<file path="src/rtl/alu_pkg.sv">
// Shared opcode, flag-index and multiply-FSM definitions for alu_pipe.
package alu_pkg;

  localparam logic [3:0] OP_PASSA = 4'd0;
  localparam logic [3:0] OP_PASSD = 4'd1;
  localparam logic [3:0] OP_ADD   = 4'd2;
  localparam logic [3:0] OP_ADC   = 4'd3;
  localparam logic [3:0] OP_SUB   = 4'd4;
  localparam logic [3:0] OP_AND   = 4'd5;
  localparam logic [3:0] OP_OR    = 4'd6;
  localparam logic [3:0] OP_XOR   = 4'd7;
  localparam logic [3:0] OP_SHL   = 4'd8;
  localparam logic [3:0] OP_SHR   = 4'd9;
  localparam logic [3:0] OP_MUL   = 4'd10;

  localparam int unsigned FLG_ZERO  = 0;
  localparam int unsigned FLG_CARRY = 1;
  localparam int unsigned FLG_NEG   = 2;
  localparam int unsigned FLG_OVF   = 3;

  typedef enum logic [1:0] {StIdle, StBusy, StDone} mul_state_e;

endpackage

</file>
<file path="src/rtl/alu_mul_seq.sv">
// Iterative shift-add unsigned multiplier: one multiplier bit per cycle after start.
// done is a level that stays high while idle; product holds the full 2*WIDTH result.
module alu_mul_seq #(
  parameter int unsigned WIDTH  = 8,
  parameter int unsigned CYCLES = WIDTH
) (
  input  logic               clk,
  input  logic               rst,
  input  logic               start,
  input  logic [WIDTH-1:0]   a,
  input  logic [WIDTH-1:0]   b,
  output logic               done,
  output logic [2*WIDTH-1:0] product
);

  localparam int unsigned CntW = $clog2(CYCLES + 1);

  logic [2*WIDTH-1:0] acc_q;
  logic [2*WIDTH-1:0] mcand_q;
  logic [WIDTH-1:0]   mplier_q;
  logic [CntW-1:0]    cnt_q;
  logic               running_q;

  always_ff @(posedge clk or posedge rst) begin
    if (rst) begin
      acc_q     <= '0;
      mcand_q   <= '0;
      mplier_q  <= '0;
      cnt_q     <= '0;
      running_q <= 1'b0;
    end else if (start) begin
      acc_q     <= '0;
      mcand_q   <= {{WIDTH{1'b0}}, a};
      mplier_q  <= b;
      cnt_q     <= CntW'(CYCLES);
      running_q <= 1'b1;
    end else if (running_q) begin
      if (mplier_q[0]) begin
        acc_q <= acc_q + mcand_q;
      end
      mcand_q  <= mcand_q << 1;
      mplier_q <= mplier_q >> 1;
      cnt_q    <= cnt_q - 1'b1;
      if (cnt_q == CntW'(1)) begin
        running_q <= 1'b0;
      end
    end
  end

  assign done    = !running_q;
  assign product = acc_q;

endmodule

</file>
<file path="src/rtl/alu_pipe.sv">
// Handshaked ALU with a registered result stage and sticky carry.
// Define ALU_MUL_EN to add the iterative multiply on opcode 10.
module alu_pipe
  import alu_pkg::*;
#(
  parameter int unsigned WIDTH      = 8,
  parameter int unsigned MUL_CYCLES = WIDTH
) (
  input  logic             clk,
  input  logic             rst,
  input  logic             in_valid,
  output logic             in_ready,
  input  logic [3:0]       opcode,
  input  logic [WIDTH-1:0] accum,
  input  logic [WIDTH-1:0] data,
  output logic             out_valid,
  input  logic             out_ready,
  output logic [WIDTH-1:0] alu_out,
  output logic [3:0]       flags,
  output logic             carry_q,
  output logic             zero
);

  if (WIDTH < 4 || MUL_CYCLES < 1) begin : g_bad_params
    $error("alu_pipe: WIDTH must be >= 4 and MUL_CYCLES >= 1");
  end

  logic             accept;
  logic             out_free;
  logic             load;
  logic [WIDTH:0]   sum;
  logic [WIDTH-1:0] dec_res;
  logic [WIDTH-1:0] load_res;
  logic [3:0]       dec_flags;
  logic [3:0]       load_flags;
  logic             dec_carry;
  logic             dec_ovf;
  logic             dec_upd;

  assign zero     = (accum == '0);
  assign out_free = !out_valid || out_ready;
  assign accept   = in_valid && in_ready;

  always_comb begin
    sum       = '0;
    dec_res   = accum;
    dec_carry = 1'b0;
    dec_ovf   = 1'b0;
    dec_upd   = 1'b0;
    case (opcode)
      OP_PASSA: dec_res = accum;
      OP_PASSD: dec_res = data;
      OP_ADD, OP_ADC: begin
        sum = {1'b0, accum} + {1'b0, data};
        if (opcode == OP_ADC) begin
          sum = sum + (WIDTH + 1)'(carry_q);
        end
        dec_res   = sum[WIDTH-1:0];
        dec_carry = sum[WIDTH];
        dec_ovf   = (accum[WIDTH-1] == data[WIDTH-1]) && (dec_res[WIDTH-1] != accum[WIDTH-1]);
        dec_upd   = 1'b1;
      end
      OP_SUB: begin
        // Bit WIDTH of the widened difference is the borrow.
        sum       = {1'b0, accum} - {1'b0, data};
        dec_res   = sum[WIDTH-1:0];
        dec_carry = sum[WIDTH];
        dec_ovf   = (accum[WIDTH-1] != data[WIDTH-1]) && (dec_res[WIDTH-1] != accum[WIDTH-1]);
        dec_upd   = 1'b1;
      end
      OP_AND: dec_res = accum & data;
      OP_OR:  dec_res = accum | data;
      OP_XOR: dec_res = accum ^ data;
      OP_SHL: begin
        dec_res   = {accum[WIDTH-2:0], 1'b0};
        dec_carry = accum[WIDTH-1];
        dec_upd   = 1'b1;
      end
      OP_SHR: begin
        dec_res   = {1'b0, accum[WIDTH-1:1]};
        dec_carry = accum[0];
        dec_upd   = 1'b1;
      end
      default: dec_res = accum;
    endcase
  end

  always_comb begin
    dec_flags            = '0;
    dec_flags[FLG_ZERO]  = (dec_res == '0);
    dec_flags[FLG_CARRY] = dec_carry;
    dec_flags[FLG_NEG]   = dec_res[WIDTH-1];
    dec_flags[FLG_OVF]   = dec_ovf;
  end

`ifdef ALU_MUL_EN
  mul_state_e         state_q;
  mul_state_e         state_d;
  logic               mul_start;
  logic               mul_done;
  logic               mul_load;
  logic [2*WIDTH-1:0] mul_prod;

  assign mul_start = accept && (opcode == OP_MUL);
  assign mul_load  = (state_q == StDone) && out_free;
  assign in_ready  = (state_q == StIdle) && out_free;
  assign load      = (accept && !mul_start) || mul_load;

  alu_mul_seq #(
    .WIDTH (WIDTH),
    .CYCLES(MUL_CYCLES)
  ) u_mul (
    .clk    (clk),
    .rst    (rst),
    .start  (mul_start),
    .a      (accum),
    .b      (data),
    .done   (mul_done),
    .product(mul_prod)
  );

  always_ff @(posedge clk or posedge rst) begin
    if (rst) begin
      state_q <= StIdle;
    end else begin
      state_q <= state_d;
    end
  end

  always_comb begin
    state_d = state_q;
    case (state_q)
      StIdle:  if (mul_start) state_d = StBusy;
      StBusy:  if (mul_done) state_d = StDone;
      StDone:  if (out_free) state_d = StIdle;
      default: state_d = StIdle;
    endcase
  end

  always_comb begin
    load_res   = dec_res;
    load_flags = dec_flags;
    if (state_q == StDone) begin
      load_res              = mul_prod[WIDTH-1:0];
      load_flags            = '0;
      load_flags[FLG_ZERO]  = (mul_prod[WIDTH-1:0] == '0);
      load_flags[FLG_NEG]   = mul_prod[WIDTH-1];
      load_flags[FLG_CARRY] = |mul_prod[2*WIDTH-1:WIDTH];
    end
  end
`else
  assign in_ready   = out_free;
  assign load       = accept;
  assign load_res   = dec_res;
  assign load_flags = dec_flags;
`endif

  // A load takes priority over a consume so accept+consume refills without a bubble.
  always_ff @(posedge clk or posedge rst) begin
    if (rst) begin
      out_valid <= 1'b0;
      alu_out   <= '0;
      flags     <= '0;
      carry_q   <= 1'b0;
    end else begin
      if (load) begin
        out_valid <= 1'b1;
        alu_out   <= load_res;
        flags     <= load_flags;
      end else if (out_ready) begin
        out_valid <= 1'b0;
      end
      if (accept && dec_upd) begin
        carry_q <= dec_carry;
      end
    end
  end

endmodule
</file>
<file path="config.mk">
export PLATFORM = sky130hd
export DESIGN_NAME = alu_pipe
export DESIGN_NICKNAME = d
export VERILOG_FILES = /design/src/rtl/alu_pkg.sv /design/src/rtl/alu_mul_seq.sv /design/src/rtl/alu_pipe.sv
export SDC_FILE = /design/constraint.sdc
export NUM_CORES = 1
export LEC_CHECK = 0
export BUFFER_PORTS_ARGS = -buffer_cell sky130_fd_sc_hd__buf_2
export CELL_PAD_IN_SITES_DETAIL_PLACEMENT = 1
export CELL_PAD_IN_SITES_GLOBAL_PLACEMENT = 1
export CORE_UTILIZATION = 46
export CTS_CLUSTER_SIZE = 28
export DETAILED_ROUTE_END_ITERATION = 16
export HOLD_SLACK_MARGIN = 0.03
export PLACE_DENSITY = 0.95
export SLEW_MARGIN = 10
export SYNTH_ARGS = -nofsm -noshare
export SYNTH_HDL_FRONTEND = slang
export SYNTH_SLANG_ARGS = --single-unit
</file>
<file path="constraint.sdc">
create_clock -name clk -period 5 [get_ports clk]
set_input_delay 0.25 -clock clk [delete_from_list [all_inputs] [get_ports clk]]
set_output_delay 0.25 -clock clk [all_outputs]
set_load 0.02 [all_outputs]
</file>
After elaboration in Yosys (flattened, before gate mapping)
Index checks and enable logic that the tools add are counted.
- input bits: 24
- word-level logic and storage cells: 42
- flip-flop bits (word level): 14
- output and inout bits: 16
- add/sub/neg operators: 3
- reductions and logical operators: 11
- equal/unequal tests: 13
- mux-type cells: 8
- bitwise logic cells: 3
- operators with widths (operator ; number):
    8-bit one-hot mux with 8 select lines ; 1
    9-bit two-way mux ; 2
    4-bit by 3-bit equality test with 1-bit output (second input constant) ; 4
    8-bit zero test ; 2
    8-bit by 8-bit adder with 9-bit output ; 1
    9-bit by 1-bit adder with 9-bit output ; 1
    8-bit by 8-bit subtractor with 9-bit output ; 1
    8-bit AND ; 1
    4-bit by 2-bit equality test with 1-bit output (second input constant) ; 2
    4-bit equality test (second input constant) ; 2
    8-bit OR ; 1
    8-bit bitwise XOR ; 1
    5-bit OR reduction ; 1
    4-bit by 1-bit equality test with 1-bit output (second input constant) ; 1
    1-bit logical AND ; 4
    1-bit one-hot mux with 4 select lines ; 1
    1-bit two-way mux ; 3
    1-bit inequality test ; 3
    1-bit one-hot mux with 2 select lines ; 1
    2-bit nonzero test ; 1
    2-bit OR reduction ; 1
    1-bit equality test ; 1
    1-bit zero test ; 1
    1-bit logical OR ; 1

Longest topological paths before layout
- depth after elaboration: 7
- mapped depth: 11

Least setup slack after synthesis
No wires, ideal clock.
- path type: input -> register
- from: input port accum[0]
- to: register flags[0]
- stages on the path: 9
- arrival time: 2492 ps
- path slack: 2442 ps
- setup time: 66 ps
- path through: ha_1 fa_1 ha_1 mux4_2 and3b_1 a2111oi_2 nand3_1 nor3_1 a41o_1
- word-level cells in the longest chain between the ends: 6
- elaborated cells on any way between the ends: 10
- those cells by class: add/sub (3); mux (3); bitwise (3); reduce/logical (1)
- ends and longest elaborated chain (element ; line ; RTL):
    start, declared ; alu_pipe.sv:14 ; input logic [WIDTH-1:0] accum,
    8-bit by 8-bit adder with 9-bit output ; alu_pipe.sv:54 ; sum = {1'b0, accum} + {1'b0, data};
    9-bit by 1-bit adder with 9-bit output ; alu_pipe.sv:56 ; sum = sum + (WIDTH + 1)'(carry_q);
    9-bit two-way mux ; alu_pipe.sv:55 ; if (opcode == OP_ADC) begin
    9-bit two-way mux ; alu_pipe.sv:50 ; case (opcode)
    8-bit one-hot mux with 8 select lines (*) ; alu_pipe.sv:50 ;
    8-bit zero test (*) ; alu_pipe.sv:90 ; dec_flags[FLG_ZERO] = (dec_res == '0);
    end signal, assigned ; alu_pipe.sv:169 ; flags <= load_flags;
    end, declared ; alu_pipe.sv:19 ; output logic [3:0] flags,
Mark *: on every way between the ends. The rest lies on a longest branch, timed or not. The select of a mux whose other input is x is not followed.
A chain may end at the register's enable or synchronous reset.

Final worst setup path
- from: input port accum[2]
- to: register flags[3]
- word-level cells in the longest chain between the ends: 7
- elaborated cells on any way between the ends: 10
- those cells by class: add/sub (3); eq/ne (2); mux (3); reduce/logical (2)
- ends and longest elaborated chain (element ; line ; RTL):
    8-bit by 8-bit adder with 9-bit output ; alu_pipe.sv:54 ;
    9-bit by 1-bit adder with 9-bit output ; alu_pipe.sv:56 ;
    9-bit two-way mux ; alu_pipe.sv:55 ;
    9-bit two-way mux ; alu_pipe.sv:50 ;
    1-bit inequality test ; alu_pipe.sv:60 ; dec_ovf = (accum[WIDTH-1] == data[WIDTH-1]) && (dec_res[WIDTH-1] != accum[WIDTH-1]);
    1-bit logical AND ; alu_pipe.sv:60 ;
    1-bit one-hot mux with 2 select lines (*) ; alu_pipe.sv:50 ;
Marked as above.

==> PnR_summary.wiki <==
{| class="wikitable"
! Metric !! Value
|-
| Maximum single-stage delay on the critical path || around 0.46 ns
|-
| Final hold violation count || 0
|-
| Final HPWL from detailed placement || 6590 microns
|-
| Combinational share of power || 0.567
|-
| Internal Dissipation || 0.286 mW
|-
| Floorplan core area || 5170 sq um
|-
| Category of the worst setup path capture point || flip-flop
|-
| IO Port Bufs || 39
|-
| Count of unresolved DRC violations after routing || 0
|-
| Maximum clock frequency || 361 MHz
|-
| Switching share of power || 0.455
|-
| Leakage component of the power || 1.20 nW
|-
| Count of final setup violators || 0
|-
| Initial antenna violation count || 0
|-
| EDFF count, synth || 0
|-
| Clock power share || 0.181
|-
| Category of the most critical setup path || input port to flip-flop
|-
| Count of inserted antenna diode cells || 0
|-
| Synthesized net count || 386
|-
| First-pass detailed-route iteration total || 5
|-
| Overflow left after global routing || 0
|-
| Post-CTS sizing || 0
|-
| Critical path peak fanout || 10
|-
| DRT iter0 DRCs || between 200 and 250
|-
| GRT Total Usage || 0.313
|-
| Fraction of synthesis flops using an asynchronous set or reset pin || 1.00
|-
| Crit path required time || roughly 5 ns
|-
| Layout Cell Area excl Fill || 2720 sq um
|-
| Area share of the leading cell type in the synthesized netlist || 0.135
|-
| Post-synthesis sequential element count || 13
|-
| Routed wire length || around 8600 microns
|-
| Count of antenna-violating nets left after detailed routing || 0
|-
| Number of post-CTS setup repair buffers || 0
|-
| Number of distinct library cells after synthesis || 73
|-
| Critical path's slowest cell || a2111o_1
|-
| Number of levels the H-tree was split into || 1
|-
| Worst Setup Slack, final || 2.23 ns
|-
| CTS clk-pin slew, worst paths || 0.05 ns
|-
| CTS tree || yes
|-
| Max-slew violation total from the final report || 0
|-
| Sequential fraction of design power || 0.252
|-
| Relative area change from synthesis to final layout || 8.71%
|-
| Final critical-path share of the clock period || 0.555
|-
| Total CTS buffers || 3
|-
| Sw Pwr || 0.238 mW
|-
| Pin count of the biggest net entering global routing || 40
|-
| Clock tree sinks || 13
|-
| Total Die Area || 5730 sq um
|-
| Maximum Capacitance Violations || 0
|-
| Rows || 26
|-
| Overall die height || ~76 microns
|-
| Dominant cells by area after synthesis || ha_1 14%, dfrtp_1 13%, nand2_1 4.5%
|-
| Largest area contributor in the synthesized netlist || ha_1
|-
| Min Clock Period, post-route || 2.77 ns
|-
| Clock Skews || 0.000248 ns
|-
| First-pass GRT wire length || between 10000 and 15000 microns
|-
| Hold/Removal Path Class || input port to asynchronous set/reset pin
|-
| Most frequent cell after synthesis || nand2_1
|-
| Number of global-route vias before repair || about 2700
|-
| Family with the most delay on the worst path || compound AO/OA/AOI/OAI gates
|-
| Run status || finished clean
|-
| Placer congestion estimate || 0.910
|-
| Vias || between 2000 and 3000
|-
| Actual slew at the worst max-slew pin || 0.721 ns
|-
| Overall die width || 75.7 microns
|-
| Post-synthesis cell area || roughly 2500 sq um
|-
| Flip-flop cell with the highest count after synthesis || dfrtp_1
|-
| Number of placed I/O pins || 40
|-
| Warning count from the yosys run || 0
|-
| Average routed wire per standard cell || 20.2 microns
|-
| Average via count per standard cell || 6.52
|-
| Number of buffers and inverters on the critical path || 2
|-
| Startpoint type of the worst setup path || input port
|-
| Number of cells produced by synthesis || 333
|-
| Max VDD drop || about 120 uV
|-
| Total number of nets in the final design || 408
|-
| Leading cell types by count after synthesis || 30 x nand2_1, 29 x nor2_1, 27 x ha_1
|-
| Cell area after placement || 2670 sq um
|-
| Setup slack at placement || 2.00 ns
|-
| Power Dens Cells || 193 nW/um^2
|-
| Number of buffers on the longest clock path || 2
|-
| Data arrival, critical path || ~2.9 ns
|-
| Number of hold buffers added after CTS || 0
|-
| Effective utilization at floorplan || 0.483
|-
| Series of cell instances along the critical path || buf_2 -> inv_1 -> ha_1 -> and3_1 -> a2111o_1 -> xor2_1 -> nand3b_1 -> xor2_1 -> a2111o_1 -> o221a_2
|-
| Register area share after synthesis || 0.130
|-
| Worst-skew pair later-pin latency || 0.24 ns
|-
| Final Total Pwr || around 0.52 mW
|-
| Setup repair after global routing missed its margin || false
|-
| Clock root cell || clkbuf_8
|-
| Avg Inst Size Synth || 7.51 sq um
|-
| Final setup TNS || 0 ns
|-
| Max_slew headroom || 0.520
|-
| Share of final-layout standard cells stronger than drive strength 1 || 0.181
|}
==> sequential cells by signal (all words and copies together), names as in the netlist <==
register,cells
alu_out,7
flags,4
carry_q,1
out_valid,1
==> placed cells by master, fill, tap and decap left out, types with 5 or more instances in the layout <==
cell type  count
o22ai_1        5
inv_1         26
nand3_1        7
mux2_2         5
a21oi_1       16
a211oi_1       8
xor2_1         6
o21ai_0       20
or3_1          7
buf_2         39
ha_1          27
nand2_1       30
nor2b_1        7
dfrtp_1       13
nor2_1        29
nor3_1         7
==> per-layer routing <==
layer | up-vias | routed length (microns) | track usage
met5 | - | 0 | 0
met2 | 153 | 3980 | 0.523
met3 | 25 | 606 | 0.0344
met4 | 0 | 281 | 0.152
met1 | 1323 | 3700 | 0.402
li1 | 1263 | - | -
==> power by group through the flow <==
stage	logic, mW	clock network [mW]	registers (mW)
6_report	0.297	0.0950	0.132
5_1_grt	0.324	0.101	0.135
4_1_cts	0.292	0.0961	0.132
3_5_place_dp	0.291	0	0.134
3_3_place_gp	0.281	0	0.133
2_1_floorplan	0.184	0	0.153
==> layout make-up <==
| type | instances | area [sq um] |
|---|---|---|
| multi-input combinational | 271 | 1960 |
| tap | 70 | 87.6 |
| clock buffer | 4 | 45.0 |
| inverter | 27 | 101 |
| fill | 679 | 2450 |
| timing repair buffer | 39 | 195 |
| sequential | 13 | 325 |
==> path summary, 6_finish.rpt <==
path,endpoint,depth (start not counted),startpoint,slack (ns)
worst min register to register,alu_out[1],2,alu_out[1],0.48
min in group clk,out_valid,2,in_valid,0.24
worst min-delay path,flags[3],2,rst,0.02
worst max-delay path,flags[3],10,accum[2],2.23
worst max register to register,flags[0],8,carry_q,2.51
max in group asynchronous,alu_out[0],2,rst,4.65
==> per-stage QoR <==
stage	util	cells	hold slack (ns)
floorplan	-	333	0.127
global route	0.525	424	0.0681
global placement	0.517	420	0.284
CTS	0.525	424	0.0373
detailed placement	0.517	420	0.297
finish	0.525	424	0.0205
==> cells by family (layout without fill, tap and decap cells) <==
group | Yosys count | count (layout) | synth area share
multiplexers | 8 | 8 | 0.0395
AND/OR/NAND/NOR | 121 | 121 | 0.255
flip-flops | 13 | 13 | 0.130
adder cells (fa/ha/maj) | 29 | 29 | 0.151
XOR/XNOR | 11 | 11 | 0.0415
buffers and inverters | 49 | 70 | 0.0846
AO/OA/AOI/OAI | 102 | 102 | 0.298
No activity file was read; power rests on OpenSTA's default activity.
